`config.mk`:
```
export PLATFORM = sky130hd
export DESIGN_NAME = reservation_station
export DESIGN_NICKNAME = d
export VERILOG_FILES = /design/src/rtl/reservation_station_pkg.sv /design/src/rtl/reservation_station_alu.sv /design/src/rtl/reservation_station.sv
export SDC_FILE = /design/constraint.sdc
export NUM_CORES = 2
export LEC_CHECK = 0
export BUFFER_PORTS_ARGS = -buffer_cell sky130_fd_sc_hd__buf_2
export CORE_MARGIN = 2
export CORE_UTILIZATION = 47
export CTS_CLUSTER_DIAMETER = 40
export DETAILED_ROUTE_END_ITERATION = 8
export HOLD_SLACK_MARGIN = 0.12
export PLACE_DENSITY = 0.65
export SETUP_SLACK_MARGIN = 0.2
export SKIP_CTS_REPAIR_TIMING = 1
export SKIP_LAST_GASP = 1
export SYNTH_ARGS = -nofsm -noshare
export SYNTH_HDL_FRONTEND = slang
export SYNTH_SLANG_ARGS = --single-unit
export TNS_END_PERCENT = 20
```
`constraint.sdc`:
```
create_clock -name clk_in -period 24.5 [get_ports clk_in]
set_clock_uncertainty 0.05 [all_clocks]
set_input_delay 4.9 -clock clk_in [delete_from_list [all_inputs] [get_ports clk_in]]
set_output_delay 4.9 -clock clk_in [all_outputs]
set_load 0.005 [all_outputs]
```
`src/rtl/reservation_station_pkg.sv`:
```
// rtl/reservation_station_pkg.sv - shared tag width, ALU opcodes and entry types for the reservation station
package reservation_station_pkg;

    localparam int ROB_WIDTH = 4;

    localparam logic [3:0] ALU_ADD  = 4'd0;
    localparam logic [3:0] ALU_SUB  = 4'd1;
    localparam logic [3:0] ALU_AND  = 4'd2;
    localparam logic [3:0] ALU_OR   = 4'd3;
    localparam logic [3:0] ALU_XOR  = 4'd4;
    localparam logic [3:0] ALU_SLL  = 4'd5;
    localparam logic [3:0] ALU_SRL  = 4'd6;
    localparam logic [3:0] ALU_SRA  = 4'd7;
    localparam logic [3:0] ALU_SLT  = 4'd8;
    localparam logic [3:0] ALU_SLTU = 4'd9;

    typedef struct packed {
        logic                 pend;
        logic [ROB_WIDTH-1:0] tag;
        logic [31:0]          val;
    } operand_t;

    typedef struct packed {
        logic                 busy;
        logic [3:0]           op;
        logic [ROB_WIDTH-1:0] rob_id;
        operand_t             j;
        operand_t             k;
    } rs_entry_t;

    // Resolve a pending operand against the two result buses; the load bus wins on a tie.
    function automatic operand_t wake_operand(
        input operand_t             o,
        input logic                 a_vld,
        input logic [ROB_WIDTH-1:0] a_tag,
        input logic [31:0]          a_data,
        input logic                 b_vld,
        input logic [ROB_WIDTH-1:0] b_tag,
        input logic [31:0]          b_data
    );
        operand_t r;
        r = o;
        if (o.pend && a_vld && (o.tag == a_tag)) begin
            r.pend = 1'b0;
            r.val  = a_data;
        end else if (o.pend && b_vld && (o.tag == b_tag)) begin
            r.pend = 1'b0;
            r.val  = b_data;
        end
        return r;
    endfunction

endpackage

```
`src/rtl/reservation_station_alu.sv`:
```
// rtl/reservation_station_alu.sv - combinational integer ALU used by the reservation station
module alu
    import reservation_station_pkg::*;
(
    input  logic [3:0]  op,
    input  logic [31:0] a,
    input  logic [31:0] b,
    output logic [31:0] result
);

    always_comb begin
        result = '0;
        case (op)
            ALU_ADD:  result = a + b;
            ALU_SUB:  result = a - b;
            ALU_AND:  result = a & b;
            ALU_OR:   result = a | b;
            ALU_XOR:  result = a ^ b;
            ALU_SLL:  result = a << b[4:0];
            ALU_SRL:  result = a >> b[4:0];
            ALU_SRA:  result = $unsigned($signed(a) >>> b[4:0]);
            ALU_SLT:  result = {31'd0, $signed(a) < $signed(b)};
            ALU_SLTU: result = {31'd0, a < b};
            default:  result = '0;
        endcase
    end

endmodule

```
`src/rtl/reservation_station.sv`:
```
// rtl/reservation_station.sv - operand-wakeup reservation station with a registered single-result ALU port
module reservation_station
    import reservation_station_pkg::*;
#(
    parameter int RS_SIZE  = 8,
    parameter int RS_WIDTH = 3
) (
    input  logic                 clk_in,
    input  logic                 rst_in,
    input  logic                 rdy_in,
    input  logic                 iss_en,
    input  logic [3:0]           iss_op,
    input  logic [ROB_WIDTH-1:0] iss_rob_id,
    input  logic [31:0]          iss_vj,
    input  logic [31:0]          iss_vk,
    input  logic                 iss_qj_busy,
    input  logic                 iss_qk_busy,
    input  logic [ROB_WIDTH-1:0] iss_qj,
    input  logic [ROB_WIDTH-1:0] iss_qk,
    output logic                 full,
    input  logic                 lsb_rdy,
    input  logic [ROB_WIDTH-1:0] lsb_rob_id,
    input  logic [31:0]          lsb_data,
    output logic                 rs_rdy,
    output logic [ROB_WIDTH-1:0] rs_rob_id,
    output logic [31:0]          rs_data,
    input  logic                 rs_en,
    input  logic                 flush
);

    rs_entry_t           ent [RS_SIZE];
    logic [RS_SIZE-1:0]  busy_vec;
    logic [RS_SIZE-1:0]  ready_vec;
    logic                sel_found;
    logic [RS_WIDTH-1:0] sel_idx;
    logic [RS_WIDTH-1:0] free_idx;
    logic                sel_go;
    logic                rs_bcast;
    logic [31:0]         alu_result;
    operand_t            iss_j;
    operand_t            iss_k;

    always_comb begin
        busy_vec  = '0;
        ready_vec = '0;
        for (int i = 0; i < RS_SIZE; i++) begin
            busy_vec[i]  = ent[i].busy;
            ready_vec[i] = ent[i].busy && !ent[i].j.pend && !ent[i].k.pend;
        end
    end

    // Descending scan so the lowest matching index is the one left standing.
    always_comb begin
        sel_found = 1'b0;
        sel_idx   = '0;
        free_idx  = '0;
        for (int i = RS_SIZE - 1; i >= 0; i--) begin
            if (ready_vec[i]) begin
                sel_found = 1'b1;
                sel_idx   = RS_WIDTH'(i);
            end
            if (!busy_vec[i]) begin
                free_idx = RS_WIDTH'(i);
            end
        end
    end

    assign full     = &busy_vec;
    assign rs_bcast = rs_rdy && rs_en;
    assign sel_go   = sel_found && (!rs_rdy || rs_en);

    assign iss_j = wake_operand('{pend: iss_qj_busy, tag: iss_qj, val: iss_vj},
                                lsb_rdy, lsb_rob_id, lsb_data, rs_bcast, rs_rob_id, rs_data);
    assign iss_k = wake_operand('{pend: iss_qk_busy, tag: iss_qk, val: iss_vk},
                                lsb_rdy, lsb_rob_id, lsb_data, rs_bcast, rs_rob_id, rs_data);

    alu u_alu (
        .op     (ent[sel_idx].op),
        .a      (ent[sel_idx].j.val),
        .b      (ent[sel_idx].k.val),
        .result (alu_result)
    );

    always_ff @(posedge clk_in or posedge rst_in) begin
        if (rst_in) begin
            for (int i = 0; i < RS_SIZE; i++) begin
                ent[i] <= '0;
            end
            rs_rdy    <= 1'b0;
            rs_rob_id <= '0;
            rs_data   <= '0;
        end else if (rdy_in) begin
            if (flush) begin
                for (int i = 0; i < RS_SIZE; i++) begin
                    ent[i].busy <= 1'b0;
                end
                rs_rdy <= 1'b0;
            end else begin
                for (int i = 0; i < RS_SIZE; i++) begin
                    if (ent[i].busy) begin
                        ent[i].j <= wake_operand(ent[i].j, lsb_rdy, lsb_rob_id, lsb_data,
                                                 rs_bcast, rs_rob_id, rs_data);
                        ent[i].k <= wake_operand(ent[i].k, lsb_rdy, lsb_rob_id, lsb_data,
                                                 rs_bcast, rs_rob_id, rs_data);
                    end
                end
                if (sel_go) begin
                    ent[sel_idx].busy <= 1'b0;
                    rs_rdy            <= 1'b1;
                    rs_rob_id         <= ent[sel_idx].rob_id;
                    rs_data           <= alu_result;
                end else if (rs_en) begin
                    rs_rdy <= 1'b0;
                end
                // The slot freed by sel_go still reads busy here, so it is not reused this edge.
                if (iss_en && !full) begin
                    ent[free_idx] <= '{busy: 1'b1, op: iss_op, rob_id: iss_rob_id,
                                       j: iss_j, k: iss_k};
                end
            end
        end
    end

endmodule

```
# Word-level counts from Yosys, hierarchy flattened
# Cells that the tools add are included.
[word_totals]
register_bits = 701
wordCells = 400
[classes]
n_lt_le_gt_ge = 6
n_shift = 3
n_bitwise = 6
n_mux = 145
n_addsub = 2
eq_ne = 45
n_reduce_logical = 118
[ops]
columns = ["operator", "n"]
rows = [
  ["$mux W664", 4],
  ["$mux W74", 24],
  ["$bwmux W664", 2],
  ["$mux W32", 36],
  ["$demux W83 S3", 2],
  ["$pmux W32 S10", 1],
  ["$bmux W83 S3", 1],
  ["$mux W83", 2],
  ["$mux W82", 2],
  ["$eq A4 B4 Y1", 36],
  ["$logic_and A1 B1 Y1", 93],
  ["$lt A32 B32 Y1", 2],
  ["$mux W1", 55],
  ["$mux W3", 16],
  ["$add A32 B32 Y32", 1],
  ["$and A32 B32 Y32", 1],
  ["$or A32 B32 Y32", 1],
  ["$shl A32 B5 Y32", 1],
  ["$shr A32 B5 Y32", 1],
  ["$sshr A32 B5 Y32", 1],
  ["$sub A32 B32 Y32", 1],
  ["$xor A32 B32 Y32", 1],
  ["$logic_not A1 Y1", 18],
  ["$eq A4 B3 Y1 const B", 4],
  ["13 further kinds", 19],
]

# Logic depth before layout (Yosys ltp)
[depth]
ltp_word = 23
mapped_depth = 27
ltp_nobuf = 21

# Modules after synthesis
# From an unflattened synthesis, not the netlist that was laid out.
[unflattened]
cells_unflattened = 5917
area_unflattened_um2 = 50764.9
[by_module_without_submodules]
columns = ["module", "seq_area_each_um2", "cells_per_inst", "n_inst", "area_per_inst_um2"]
rows = [
  ["reservation_station", 17541.8, 4737, 1, 42712.2],
  ["alu", 0.0, 1180, 1, 8052.7],
]

# Worst setup path before layout
# OpenSTA, ideal clock, no wires.
[synth_timing]
path_kind = "input -> register"
start = "in lsb_rob_id[3]"
end = "reg ent[287] (netlist bit)"
stages = 10
path_slack_ns = 16.766
required_ns = 24.324
arrival_time_ns = 7.558
path_cell_list = "clkbuf_1 > buf_1 > xnor2_1 > o2111ai_1 > nor3_1 > o21ai_1 > nand2_1 > nand2_1 > clkbuf_1 > a221o_1"
[synth_via]
elab_chain_len = 12
elab_cells_between_ends = 15
classes_between = "2 x eq/ne; 11 x mux; 2 x reduce/logical"
[synth_rtl]
columns = ["item", "line_no", "source"]
rows = [
  ["from (decl)", "reservation_station.sv:22", "input logic [ROB_WIDTH-1:0] lsb_rob_id,"],
  ["$eq A4 B4 Y1", "reservation_station_pkg.sv:43", "if (o.pend && a_vld && (o.tag == a_tag)) begin"],
  ["$logic_and A1 B1 Y1", "reservation_station_pkg.sv:43", ""],
  ["$mux W32", "reservation_station_pkg.sv:43", ""],
  ["$mux W74", "reservation_station.sv:100", "if (ent[i].busy) begin"],
  ["$mux W74", "reservation_station.sv:93", "if (flush) begin"],
  ["$mux W74", "reservation_station.sv:92", "end else if (rdy_in) begin"],
  ["$bwmux W664", "reservation_station.sv:108", "ent[sel_idx].busy <= 1'b0;"],
  ["$mux W664", "reservation_station.sv:107", "if (sel_go) begin"],
  ["$mux W664", "reservation_station.sv:93", ""],
  ["$mux W664", "reservation_station.sv:92", ""],
  ["$bwmux W664", "reservation_station.sv:117", "ent[free_idx] <= '{busy: 1'b1, op: iss_op, rob_id: iss_rob_id,"],
  ["$mux W664 *", "reservation_station.sv:116", "if (iss_en && !full) begin"],
  ["to (signal, indexed assignment)", "reservation_station.sv:117", ""],
  ["to (decl)", "reservation_station.sv:31", "rs_entry_t ent [RS_SIZE];"],
]
# Every way passes the cells marked *; elsewhere a longest branch is shown, timed or not. The select of a mux whose other input is x is not followed.
# A chain may end at the register's enable or synchronous reset.

# Worst setup path in the final report
[layout_timing]
start = "reg ent (netlist bit busy_vec[0])"
end = "reg rs_data[11]"
[layout_via]
elab_chain_len = 9
elab_cells_between_ends = 29
classes_between = "2 x add/sub; 9 x eq/ne; 3 x shift; 6 x mux; 4 x bitwise; 5 x reduce/logical"
[layout_rtl]
columns = ["item", "line_no", "source"]
rows = [
  ["$logic_and A1 B1 Y1 * (2 in a row)", "reservation_station.sv:48", "ready_vec[i] = ent[i].busy && !ent[i].j.pend && !ent[i].k.pend;"],
  ["$mux W3", "reservation_station.sv:58", "if (ready_vec[i]) begin"],
  ["$not A3 Y4 (not written as such)", "reservation_station.sv:78, reservation_station.sv:79, reservation_station.sv:80", ""],
  ["$bmux W83 S3", "reservation_station.sv:78, reservation_station.sv:79, reservation_station.sv:80", ""],
  ["$mux W82 (2 in a row)", "n/a", ""],
  ["$sub A32 B32 Y32, or another cell as far along", "reservation_station_alu.sv:15", "ALU_SUB: result = a - b;"],
  ["$pmux W32 S10", "reservation_station_alu.sv:13", "case (op)"],
  ["to (signal assigned)", "reservation_station.sv:111", "rs_data <= alu_result;"],
  ["to (decl)", "reservation_station.sv:26", "output logic [31:0] rs_data,"],
]
# Marks and branches as above.

==> flow_metrics.env <==
export IMPL_status="finished, violations left"
export IMPL_violations="design-rule violations, max-capacitance violations"
export IMPL_reg2reg_depth=21
export IMPL_postRouteWirelength_um=258000
export IMPL_grt_setup_unrepaired="no"
export IMPL_top_layer_used="met5"
export IMPL_grt_max_degree=160
export IMPL_synth_seq_cells=701
export IMPL_first_global_vias=52536
export IMPL_drive_above_1_share_pct=13.3
export IMPL_drtIter0Drc=7824
export IMPL_crit_fanout=48
export IMPL_first_pass_iters=9
export IMPL_fin_nets=6053
export IMPL_dpl_cell_count=7108
export IMPL_grt_ovfl_total=0
export IMPL_slew_viol_final=0
export IMPL_postSynthCellCount=6039
export IMPL_netlist_area_leader_share_pct=34.6
export IMPL_fmax_ghz=0.110
export IMPL_die_width_um=332
export IMPL_arrival_ns=9.65
export IMPL_die_h_um=332
export IMPL_wl_met2_um=104000
export IMPL_numClockSinks=701
export IMPL_synth_compound_gate_area_share_pct=29.1
export IMPL_wl_met3_um=37900
export IMPL_synth_simple_area_share_pct=16.4
export IMPL_synth_seq_area_share_pct=34.6
export IMPL_cts_root_buffer="clkbuf_16"
export IMPL_setup_violations=0
export IMPL_synth_area_um2=50700
export IMPL_wire_per_inst_um=35.2
export IMPL_yosys_area_top_type="dfrtp_1"
export IMPL_area_growth_pct=11.7
export IMPL_async_flop_share_pct=100
export IMPL_grt_first_pass_wirelength_um=371000
export IMPL_vias=54453
export IMPL_path_clk_slew_ns=0.06
export IMPL_io_pin_count=163
export IMPL_synth_area_leaders="dfrtp_1, nand2_1, mux2i_1"
export IMPL_cts_buffers=121
export IMPL_place_gp_congestion=1.07
export IMPL_synth_area_mux_share_pct=8.49
export IMPL_synth_ff_type="dfrtp_1"
export IMPL_rows=120
export IMPL_synth_xor_area_share_pct=2.30
export IMPL_end_kind="flip-flop"
export IMPL_io_buffers=162
export IMPL_critPathKind="flip-flop to flip-flop"
export IMPL_hp_class="flip-flop to flip-flop"
export IMPL_drc=1
export IMPL_antenna_found_initial=14
export IMPL_critPathRequiredTime_ns=25.06
export IMPL_synth_edf_count=0
export IMPL_synth_nets=6263
export IMPL_syn_avg_cell_area_um2=8.39
export IMPL_hold_violations=0
export IMPL_fillers=9959
export IMPL_yosys_area_share_adder_pct=2.47
export IMPL_via_per_inst=7.41
export IMPL_ys_warnings_count=0
export IMPL_wirelength_met1_um=92800
export IMPL_synth_top_family_by_area="compound AO/OA/AOI/OAI gates"
export IMPL_fin_crit_ns=9.09
export IMPL_cts_tree="built"
export IMPL_finalCritPeriodShare_pct=37.1
export IMPL_powerDensity_nw_per_um2=104
export IMPL_cap_violations=1
export IMPL_power_leakage_nw=23.9
export IMPL_critPathLaunchType="flip-flop"
export IMPL_holdPathStages=2
export IMPL_core_area_um2=107000
export IMPL_cts_buffer_depth=3
export IMPL_ys_top_cells_by_count="nand2_1, dfrtp_1, clkbuf_1"
export IMPL_start_util_pct=47.3
export IMPL_dieArea_um2=110000
export IMPL_synth_most_common_cell="nand2_1"
export IMPL_ys_types=100
export IMPL_clock_latency_ns=0.77
export IMPL_grt_usage_pct=45.2
export IMPL_dp_hpwl_um=161000
export IMPL_worstMarginPinSlew_ns=1.48
export IMPL_layout_cells_non_filler=7344
export IMPL_finalSetupTns_ns=0
export IMPL_ant_nets=0
export IMPL_slew_headroom_pct=1.47
export IMPL_irDropWorstVdd_mv=0.0639
export IMPL_htreeDepth=3
[sequential cells by signal, indices dropped and copies added, names as in the netlist]
signal and count:
busy_vec 8, ent 656, rs_data 32, rs_rdy 1
rs_rob_id 4
[placed cells by master, fill, tap and decap left out, types with 109 or more instances in the layout]
cell type  count
and3_1       181
buf_2        162
o221ai_1     205
dfrtp_1      701
nand2_1     1041
o22a_1       158
a21oi_1      243
clkbuf_16    121
a211oi_1     197
buf_4        191
mux2i_1      332
a32oi_1      109
o21ai_0      214
a22oi_1      373
nor2_1       339
[critical path, stage by stage (launching register included)]
cell       delay, ns
dfrtp_1         0.64
nor3b_1         0.46
and2b_4         0.26
and3_1          0.44
nor2_4          0.21
buf_4           0.48
buf_4           0.73
mux2i_1         0.18
a32o_1          0.24
a211oi_1        0.89
inv_1           0.18
ha_1            0.31
nand2b_1        0.11
nand2_1         0.10
a2111oi_0       1.08
o21ai_0         0.46
a21bo_2         0.33
a221oi_1        0.29
nor2_1          0.06
a221oi_1        0.70
o221ai_1        0.29
a221o_1         0.37
[metrics by stage]
stage	hold slack, ns	setup slack [ns]	power [mW]	utilization [%]	area (um^2)
after CTS	0.421	15.78	5.74	52.8	56600
after floorplan	0.387	9.95	3.05	-	50700
after global routing	0.438	15.21	6.05	52.8	56600
after global placement	0.401	15.65	3.92	48.8	52200
after detailed placement	0.407	15.59	3.94	48.8	52200
final	0.418	15.41	5.88	52.9	56600
[cell families after synthesis]
kind of cell	after synthesis
compound gates	2006
simple gates	1877
buf+inv	807
flops	701
mux	416
xor+xnor	133
fa+ha+maj	99
[area by class of cell]
| type | count | area, um^2 | area share [%] |
|---|---|---|---|
| tap | 1403 | 1760 | 3.10 |
| timing repair buffer | 357 | 2310 | 4.09 |
| multi-input combinational | 4531 | 30200 | 53.4 |
| clock inverter | 83 | 1120 | 1.98 |
| sequential | 701 | 17500 | 31.0 |
| clock buffer | 142 | 3200 | 5.65 |
| antenna | 10 | 25.0 | 0.0442 |
| inverter | 117 | 445 | 0.787 |
[layer usage]
metal	global-route usage, %	vias up
li1	-	22101
met1	55.9	26510
met2	63.1	4616
met3	17.1	1207
met4	35.6	19
met5	0.695	-
[worst paths after layout]
| check | from | to | slack, ns |
|---|---|---|---|
| worst min register to register | ent[411] | ent[411] | 0.42 |
| max in group asynchronous | rst_in | ent[420] | 17.18 |
| worst max register to register | busy_vec[0] | rs_data[11] | 15.41 |
| worst max-delay path | busy_vec[0] | rs_data[11] | 15.41 |
| min in group asynchronous | rst_in | ent[453] | 4.10 |
| worst min-delay path | ent[411] | ent[411] | 0.42 |
[where the power goes]
part	internal, mW	switching, mW	leakage [nW]
Clock	1.14	0.681	2.05
Combinational	0.845	1.81	12.5
Sequential	1.31	0.0978	9.28
Total	3.30	2.58	23.9
(Power assumes the default switching activity.)
